--- src/rtl/rob_commit.sv ---
// In-order reorder buffer: dispatch, writeback marking, in-order retire, flush.
// Optional perf counters enabled by defining ROB_PERF_CNT_EN.
module rob_commit #(
  parameter int FETCH_W   = 2,
  parameter int ROB_DEPTH = 16,
  parameter int PHYS_REGS = 48,
  localparam int IW = $clog2(ROB_DEPTH),
  localparam int PW = $clog2(PHYS_REGS)
) (
  input  logic                          clk,
  input  logic                          reset,
  input  logic [FETCH_W-1:0]            disp_valid,
  input  logic [FETCH_W-1:0]            disp_rd_valid,
  input  logic [FETCH_W-1:0][4:0]       disp_arch_rd,
  input  logic [FETCH_W-1:0][PW-1:0]    disp_phys_rd,
  input  logic [FETCH_W-1:0][31:0]      disp_pc,
  output logic                          disp_ready,
  output logic [FETCH_W-1:0][IW-1:0]    disp_rob_idx,
  input  logic [FETCH_W-1:0]            wb_valid,
  input  logic [FETCH_W-1:0][IW-1:0]    wb_rob_idx,
  input  logic [FETCH_W-1:0]            wb_mispredict,
  input  logic [FETCH_W-1:0][31:0]      wb_target,
  output logic [FETCH_W-1:0]            commit_en,
  output logic [FETCH_W-1:0][4:0]       commit_arch_rd,
  output logic [FETCH_W-1:0][PW-1:0]    commit_phys_rd,
  output logic                          flush_pipeline,
  output logic [31:0]                   flush_pc,
  output logic [IW:0]                   rob_count,
  output logic [31:0]                   perf_retired,
  output logic [31:0]                   perf_flushes
);

  localparam logic [IW:0] ONE = (IW+1)'(1);
  localparam logic [IW:0] DEP = (IW+1)'(ROB_DEPTH);
  localparam logic [IW:0] FW  = (IW+1)'(FETCH_W);

  logic [IW:0]                    cnt_q, cnt_d;
  logic [IW-1:0]                  head_q, head_d, tail_q, tail_d;
  logic [ROB_DEPTH-1:0]           vld_q, vld_d, done_q, done_d;
  logic [ROB_DEPTH-1:0]           misp_q, misp_d, rdv_q, rdv_d;
  logic [ROB_DEPTH-1:0][4:0]      arch_q, arch_d;
  logic [ROB_DEPTH-1:0][PW-1:0]   phys_q, phys_d;
  logic [ROB_DEPTH-1:0][31:0]     pc_q, pc_d, tgt_q, tgt_d;
  logic [FETCH_W-1:0]             cen_q, cen_d;
  logic [FETCH_W-1:0][4:0]        carch_q, carch_d;
  logic [FETCH_W-1:0][PW-1:0]     cphys_q, cphys_d;
  logic                           flush_q, flush_d;
  logic [31:0]                    fpc_q, fpc_d;
  logic [IW:0]                    n_ret, n_disp;
  logic [IW-1:0]                  idx, slot;
  logic                           go, acc;
  logic                           unused_pc;

  assign unused_pc = ^pc_q;

  always_comb begin
    vld_d   = vld_q;
    done_d  = done_q;
    misp_d  = misp_q;
    rdv_d   = rdv_q;
    arch_d  = arch_q;
    phys_d  = phys_q;
    pc_d    = pc_q;
    tgt_d   = tgt_q;
    cen_d   = '0;
    carch_d = '0;
    cphys_d = '0;
    flush_d = 1'b0;
    fpc_d   = fpc_q;
    n_ret   = '0;
    n_disp  = '0;
    go      = 1'b1;
    idx     = '0;
    // retire scan stops at the first not-done entry or a mispredict
    for (int k = 0; k < FETCH_W; k++) begin
      idx = head_q + IW'(k);
      if (go && vld_q[idx] && done_q[idx]) begin
        vld_d[idx] = 1'b0;
        cen_d[k]   = rdv_q[idx];
        carch_d[k] = arch_q[idx];
        cphys_d[k] = phys_q[idx];
        n_ret      = n_ret + ONE;
        if (misp_q[idx]) begin
          flush_d = 1'b1;
          fpc_d   = tgt_q[idx];
          go      = 1'b0;
        end
      end else begin
        go = 1'b0;
      end
    end
    for (int p = 0; p < FETCH_W; p++) begin
      if (wb_valid[p] && vld_q[wb_rob_idx[p]]) begin
        done_d[wb_rob_idx[p]] = 1'b1;
        misp_d[wb_rob_idx[p]] = wb_mispredict[p];
        tgt_d[wb_rob_idx[p]]  = wb_target[p];
      end
    end
    disp_ready = ((DEP - cnt_q) >= FW) && !flush_q;
    acc        = disp_ready && !flush_d;
    slot       = tail_q;
    for (int k = 0; k < FETCH_W; k++) begin
      disp_rob_idx[k] = slot;
      if (disp_valid[k]) begin
        if (acc) begin
          vld_d[slot]  = 1'b1;
          done_d[slot] = 1'b0;
          misp_d[slot] = 1'b0;
          rdv_d[slot]  = disp_rd_valid[k];
          arch_d[slot] = disp_arch_rd[k];
          phys_d[slot] = disp_phys_rd[k];
          pc_d[slot]   = disp_pc[k];
          n_disp       = n_disp + ONE;
        end
        slot = slot + IW'(1);
      end
    end
    head_d = head_q + n_ret[IW-1:0];
    tail_d = tail_q + n_disp[IW-1:0];
    cnt_d  = cnt_q + n_disp - n_ret;
    if (flush_d) begin
      vld_d  = '0;
      head_d = '0;
      tail_d = '0;
      cnt_d  = '0;
    end
  end

  always_ff @(posedge clk or negedge reset) begin
    if (!reset) begin
      cnt_q   <= '0;
      head_q  <= '0;
      tail_q  <= '0;
      vld_q   <= '0;
      done_q  <= '0;
      misp_q  <= '0;
      rdv_q   <= '0;
      arch_q  <= '0;
      phys_q  <= '0;
      pc_q    <= '0;
      tgt_q   <= '0;
      cen_q   <= '0;
      carch_q <= '0;
      cphys_q <= '0;
      flush_q <= 1'b0;
      fpc_q   <= '0;
    end else begin
      cnt_q   <= cnt_d;
      head_q  <= head_d;
      tail_q  <= tail_d;
      vld_q   <= vld_d;
      done_q  <= done_d;
      misp_q  <= misp_d;
      rdv_q   <= rdv_d;
      arch_q  <= arch_d;
      phys_q  <= phys_d;
      pc_q    <= pc_d;
      tgt_q   <= tgt_d;
      cen_q   <= cen_d;
      carch_q <= carch_d;
      cphys_q <= cphys_d;
      flush_q <= flush_d;
      fpc_q   <= fpc_d;
    end
  end

  assign commit_en      = cen_q;
  assign commit_arch_rd = carch_q;
  assign commit_phys_rd = cphys_q;
  assign flush_pipeline = flush_q;
  assign flush_pc       = fpc_q;
  assign rob_count      = cnt_q;

`ifdef ROB_PERF_CNT_EN
  logic [31:0] pret_q, pret_d, pfl_q, pfl_d;

  always_comb begin
    pret_d = pret_q + 32'(n_ret);
    pfl_d  = pfl_q + {31'd0, flush_d};
  end

  always_ff @(posedge clk or negedge reset) begin
    if (!reset) begin
      pret_q <= '0;
      pfl_q  <= '0;
    end else begin
      pret_q <= pret_d;
      pfl_q  <= pfl_d;
    end
  end

  assign perf_retired = pret_q;
  assign perf_flushes = pfl_q;
`else
  assign perf_retired = '0;
  assign perf_flushes = '0;
`endif

endmodule

--- config.mk ---
export PLATFORM = sky130hd
export DESIGN_NAME = rob_commit
export DESIGN_NICKNAME = d
export VERILOG_FILES = /design/src/rtl/rob_commit.sv
export SDC_FILE = /design/constraint.sdc
export NUM_CORES = 2
export LEC_CHECK = 0
export CORE_UTILIZATION = 23
export CTS_CLUSTER_SIZE = 25
export DETAILED_ROUTE_END_ITERATION = 8
export SETUP_SLACK_MARGIN = 0.15
export SLEW_MARGIN = 10
export SYNTH_ARGS = -nofsm -noshare
export SYNTH_HDL_FRONTEND = slang
export SYNTH_SLANG_ARGS = --single-unit
--- constraint.sdc ---
create_clock -name clk -period 14.3 [get_ports clk]
set_input_delay 4.29 -clock clk [delete_from_list [all_inputs] [get_ports clk]]
set_output_delay 4.29 -clock clk [all_outputs]
set_load 0.005 [all_outputs]
Word level (Yosys, flattened, before mapping)
Cells that the tools add are included.
{"block": "classes", "add_sub_neg": 9, "mul": 0, "n_bitwise": 14, "n_shift": 0, "eq_ne": 0, "div_mod_pow": 0, "n_reduce_logical": 15, "order_cmp": 13, "n_mux": 125}
{"cell": "$bwmux 512", "n": 2}
{"cell": "$mux 512", "n": 2}
{"cell": "$mux 96", "n": 4}
{"cell": "$mux 16", "n": 23}
{"cell": "$mux 80", "n": 4}
{"cell": "$bmux 32 s4", "n": 2}
{"cell": "$demux 32 s4", "n": 2}
{"cell": "$mux 32", "n": 8}
{"cell": "$bwmux 96", "n": 2}
{"cell": "$bwmux 80", "n": 2}
{"cell": "$and 16x16->16", "n": 6}
{"cell": "$bwmux 16", "n": 4}
{"cell": "$not 16->16", "n": 4}
{"cell": "$or 16x16->16", "n": 4}
{"cell": "$mux 5", "n": 10}
{"cell": "$bmux 6 s4", "n": 2}
{"cell": "$demux 6 s4", "n": 2}
{"cell": "$bmux 1 s4", "n": 10}
{"cell": "$bmux 5 s4", "n": 2}
{"cell": "$demux 5 s4", "n": 2}
{"cell": "$mux 6", "n": 6}
{"cell": "$lt 4x5->1 const B", "n": 6}
{"cell": "$mux 1", "n": 27}
{"cell": "$demux 1 s4", "n": 6}
{"cell": "other kinds (11)", "n": 34}
{"block": "word_totals", "wordCells": 238, "romBits": 0, "ramBits": 0, "register_bits": 822, "latchBits": 0, "in_bits": 168, "memories": 0, "out_inout_bits": 135}

Depth between registers and ports, before layout
{"block": "logic_depth", "depth_word": 17, "ltp_mapped": 25, "ltp_nobuf": 20}

Least setup slack after synthesis
Ideal clock, no wire load.
{"block": "synth_timing", "path_type": "in2out", "startpoint": "in disp_valid[0]", "endpoint": "out disp_rob_idx[7] in the netlist's numbering", "slack_ps": 4963, "n_path_buf": 1, "arrival_ps": 5047, "stages": 4, "required_time_ps": 10010, "cell_sequence": "buf_1 -> nand4_1 -> xor2_1 -> inv_1"}
{"element": "from (decl)", "line_no": "12", "text": "input logic [FETCH_W-1:0] disp_valid,"}
{"element": "to (decl)", "line_no": "18", "text": "output logic [FETCH_W-1:0][IW-1:0] disp_rob_idx,"}

==> reports/summary.txt <==
CP Capture Type -> output port
Final Hold Viols -> 0
TNS Setup -> 0 ns
Initial antenna violation count -> 39
Overflow after GRT -> 0
Final wirelength -> 191,900 um
Critical Path AT -> 6.72 ns
Wirelength per Cell -> 25.11 um
Core Region -> 0.2249 mm2
Layout cells sized above 1 -> 17.08%
Total power -> 14.30 mW
DRC viols -> 56
CP Max Fanout -> 21
Int Pwr -> 8.647 mW
Post-synthesis sequential area ratio -> 39.52%
Syn Inst Count -> 4,799
Ys Warns -> 0
Violated checks -> design-rule violations
Clock skew -> 0.03935 ns
Post-CTS Setup Bufs -> 0
Final slew viol count -> 0
Latest clock arrival within the worst-skew pair -> 0.71 ns
CP Class -> input port to output port
Total die area -> 0.2282 mm2
Syn avg cell area -> 10.85 um2
CP required -> 10.01 ns
LEAKAGE -> 23.25 nW
Setup-failing EPs final -> 0
Pwr per Cell Area -> 243.0 mW/mm2
Clk pwr share -> 17.6%
Max-slew headroom -> 12.09%
Max Fclk -> 0.09083 GHz
Sequential share of power -> 31.5%
Hold-fix buffers, CTS -> 0
Starting Density -> 23.15%
#FFs+latches synth -> 822
Status -> finished with violations
Post-DP HPWL -> 107,300 um
Largest net degree at the start of global routing -> 242
IO Count -> 303
Min-Delay Path Class -> flip-flop to flip-flop
First-pass GRT wire length -> 278,300 um
PortBufs -> 174
Ys async rst share -> 100.0%
Synth-to-Final Area Change -> 13.06%
Pre-antenna DRT Iters -> 8
Final ANT Viol Nets -> 0
Rows -> 174
Dominant synthesized flop cell -> dfrtp_1
Die Y -> 477.7 um
CTS tree -> built
Worst-path clk slew -> 0.06 ns
GP Congestion -> 0.8692
Worst-case vdd ir drop -> 0.2763 mV
Gr usage total -> 16.30%
Post_cts resized -> 0
Syn Std Cell Area -> 0.05205 mm2
Vias in the first global route -> 40,150
Htree depth -> 3
CTS Root Cell -> clkbuf_16
Via count -> 40,510
Post-synth EDFFs -> 0
RSZ-0062 raised after global routing -> false
Fillcell total -> 23,380
Max-cap violation count -> 0
Combinational share of power -> 50.8%
Clk sink count -> 822
Sw frac -> 39.55%
Die width -> 477.7 um
Period utilization -> 76.99%
Nets@finish -> 4,765
Crit path time final -> 11.01 ns
Sw Pwr -> 5.656 mW
Crit start category -> input port
Count of cell types in the netlist -> 58
Slew @ Worst Pin -> 1.312 ns
Vias/cell -> 5.300
Initial DRC count -> 5,278
Total CTS buffers -> 87
Clock tree buffer depth -> 3
[cell families after synthesis]
family	Yosys count	share of synthesized area [%]
xor gates and xnor gates	16	0.2837
AOI/OAI and AO/OA	1202	14.03
DFF	822	39.52
and+or+nand+nor	1015	8.048
buffers and inverters	653	5.836
adders and majority gates	25	0.6586
muxes	1065	31.62
other	1	0.007204
[power by group through the flow]
stage | Combinational [mW] | Sequential [mW] | Clock, mW
final | 7.27 | 4.51 | 2.52
after global routing | 7.74 | 4.64 | 2.65
after CTS | 7.20 | 4.46 | 2.56
after detailed placement | 7.19 | 4.49 | 0
after global placement | 7.04 | 4.39 | 0
after floorplan | 5.59 | 4.08 | 0
[worst max-delay path, stage by stage]
cell and delay [ns]:
clkdlybuf4s50_1 1.04, nand2_1 0.33, xor2_1 0.26, inv_1 0.24
clkdlybuf4s50_1 0.55
[cells in the final DEF, fill, tap and decap left out, drive strengths merged, types with 27 or more instances in the layout]
cell type | synthesis | layout
a21boi | 48 | 48
a21o | 120 | 120
a21oi | 222 | 222
a2bb2oi | 119 | 119
buf | 264 | 70
clkbuf | 358 | 133
clkdlybuf4s50 | 0 | 173
conb | 1 | 64
dfrtp | 822 | 822
inv | 31 | 34
mux2 | 75 | 75
mux2i | 534 | 534
mux4 | 456 | 456
nand2 | 635 | 635
nand3 | 47 | 47
nor2 | 199 | 199
nor3 | 27 | 27
o21ai | 557 | 557
o22a | 49 | 49
[sequential cells by signal (all words and copies together), names as in the netlist]
register        count
arch_q             80
commit_arch_rd     10
commit_en           2
commit_phys_rd     12
done_q             16
flush_pc           32
flush_pipeline      1
head_q              4
misp_q             16
phys_q             96
rdv_q              16
rob_count           5
tail_q              4
tgt_q             512
vld_q              16
[path summary, 6_finish.rpt]
path / endpoint / cells after the start / slack, ns / start
setup / recovery: disp_rob_idx[6] / 5 / 3.29 / disp_valid[0]
setup reg to reg: arch_q[54]$_DFF_PN0_ / 11 / 7.20 / head_q[0]$_DFF_PN0_
hold reg to reg: done_q[11]$_DFF_PN0_ / 2 / 0.52 / done_q[11]$_DFF_PN0_
min in group asynchronous: commit_arch_rd[7]$_DFF_PN0_ / 1 / 3.70 / reset
hold / removal: done_q[11]$_DFF_PN0_ / 2 / 0.52 / done_q[11]$_DFF_PN0_
max in group asynchronous: tgt_q[9]$_DFF_PN0_ / 3 / 8.04 / reset
[layer usage]
| layer | vias up | share of wire, % | global-route usage [%] | wire (um) |
|---|---|---|---|---|
| li1 | 17050 | - | - | - |
| met1 | 20590 | 39 | 21.20 | 75640 |
| met2 | 2366 | 47 | 26.44 | 90450 |
| met3 | 484 | 9.7 | 3.652 | 18560 |
| met4 | 14 | 3.7 | 5.830 | 7175 |
| met5 | - | 0.040 | 0 | 77 |
[cell type report]
type | count | area (um2) | area share, %
clock inverter | 27 | 501.7 | 0.8525
multi-input combinational | 3387 | 28930 | 49.15
inverter | 31 | 118.9 | 0.2020
tap | 2992 | 3744 | 6.361
antenna | 7 | 17.52 | 0.02976
timing repair buffer | 243 | 2340 | 3.976
sequential | 822 | 20580 | 34.97
clock buffer | 133 | 2623 | 4.456
[metrics by stage]
step / cells / hold WS, ns / util, % / instance area, um2 / worst slack (ns)
5_1_grt: 7635 / 0.5330 / 26.16 / 58840 / 3.169
3_3_place_gp: 7475 / 0.4976 / 24.77 / 55710 / 3.389
6_report: 7642 / 0.5173 / 26.17 / 58850 / 3.291
3_5_place_dp: 7475 / 0.5013 / 24.77 / 55710 / 3.391
4_1_cts: 7635 / 0.5175 / 26.16 / 58840 / 3.375
2_1_floorplan: 4862 / 0.4716 / - / 52290 / 4.963
[cell usage after synthesis, drive strengths merged (5+ instances only)]
cell     count  area [um2]
a211oi      16       120.1
a21boi      48       360.4
a21o       120       900.9
a21oi      222        1111
a2bb2oi    119        1042
a31oi       21       131.4
a41oi       10       87.58
and2        20       125.1
and3        13       81.33
buf        264        1578
clkbuf     358        1344
dfrtp      822       20570
ha          21       262.8
inv         31       116.4
mux2        75       844.6
mux2i      534        5345
mux4       456       10270
nand2      635        2384
nand2b      10       62.56
nand3       47       235.2
nor2       199       747.0
nor2b       20       125.1
nor3        27       135.1
nor3b        7       52.55
nor4        13       81.33
o21a        13       97.59
o21ai      557        2791
o22a        49       429.2
o31ai       12       90.09
or2         11       68.82
or3          5       31.28
xnor2        9       86.34
xor2         7       61.31
Power figures use the tool's default switching activity.
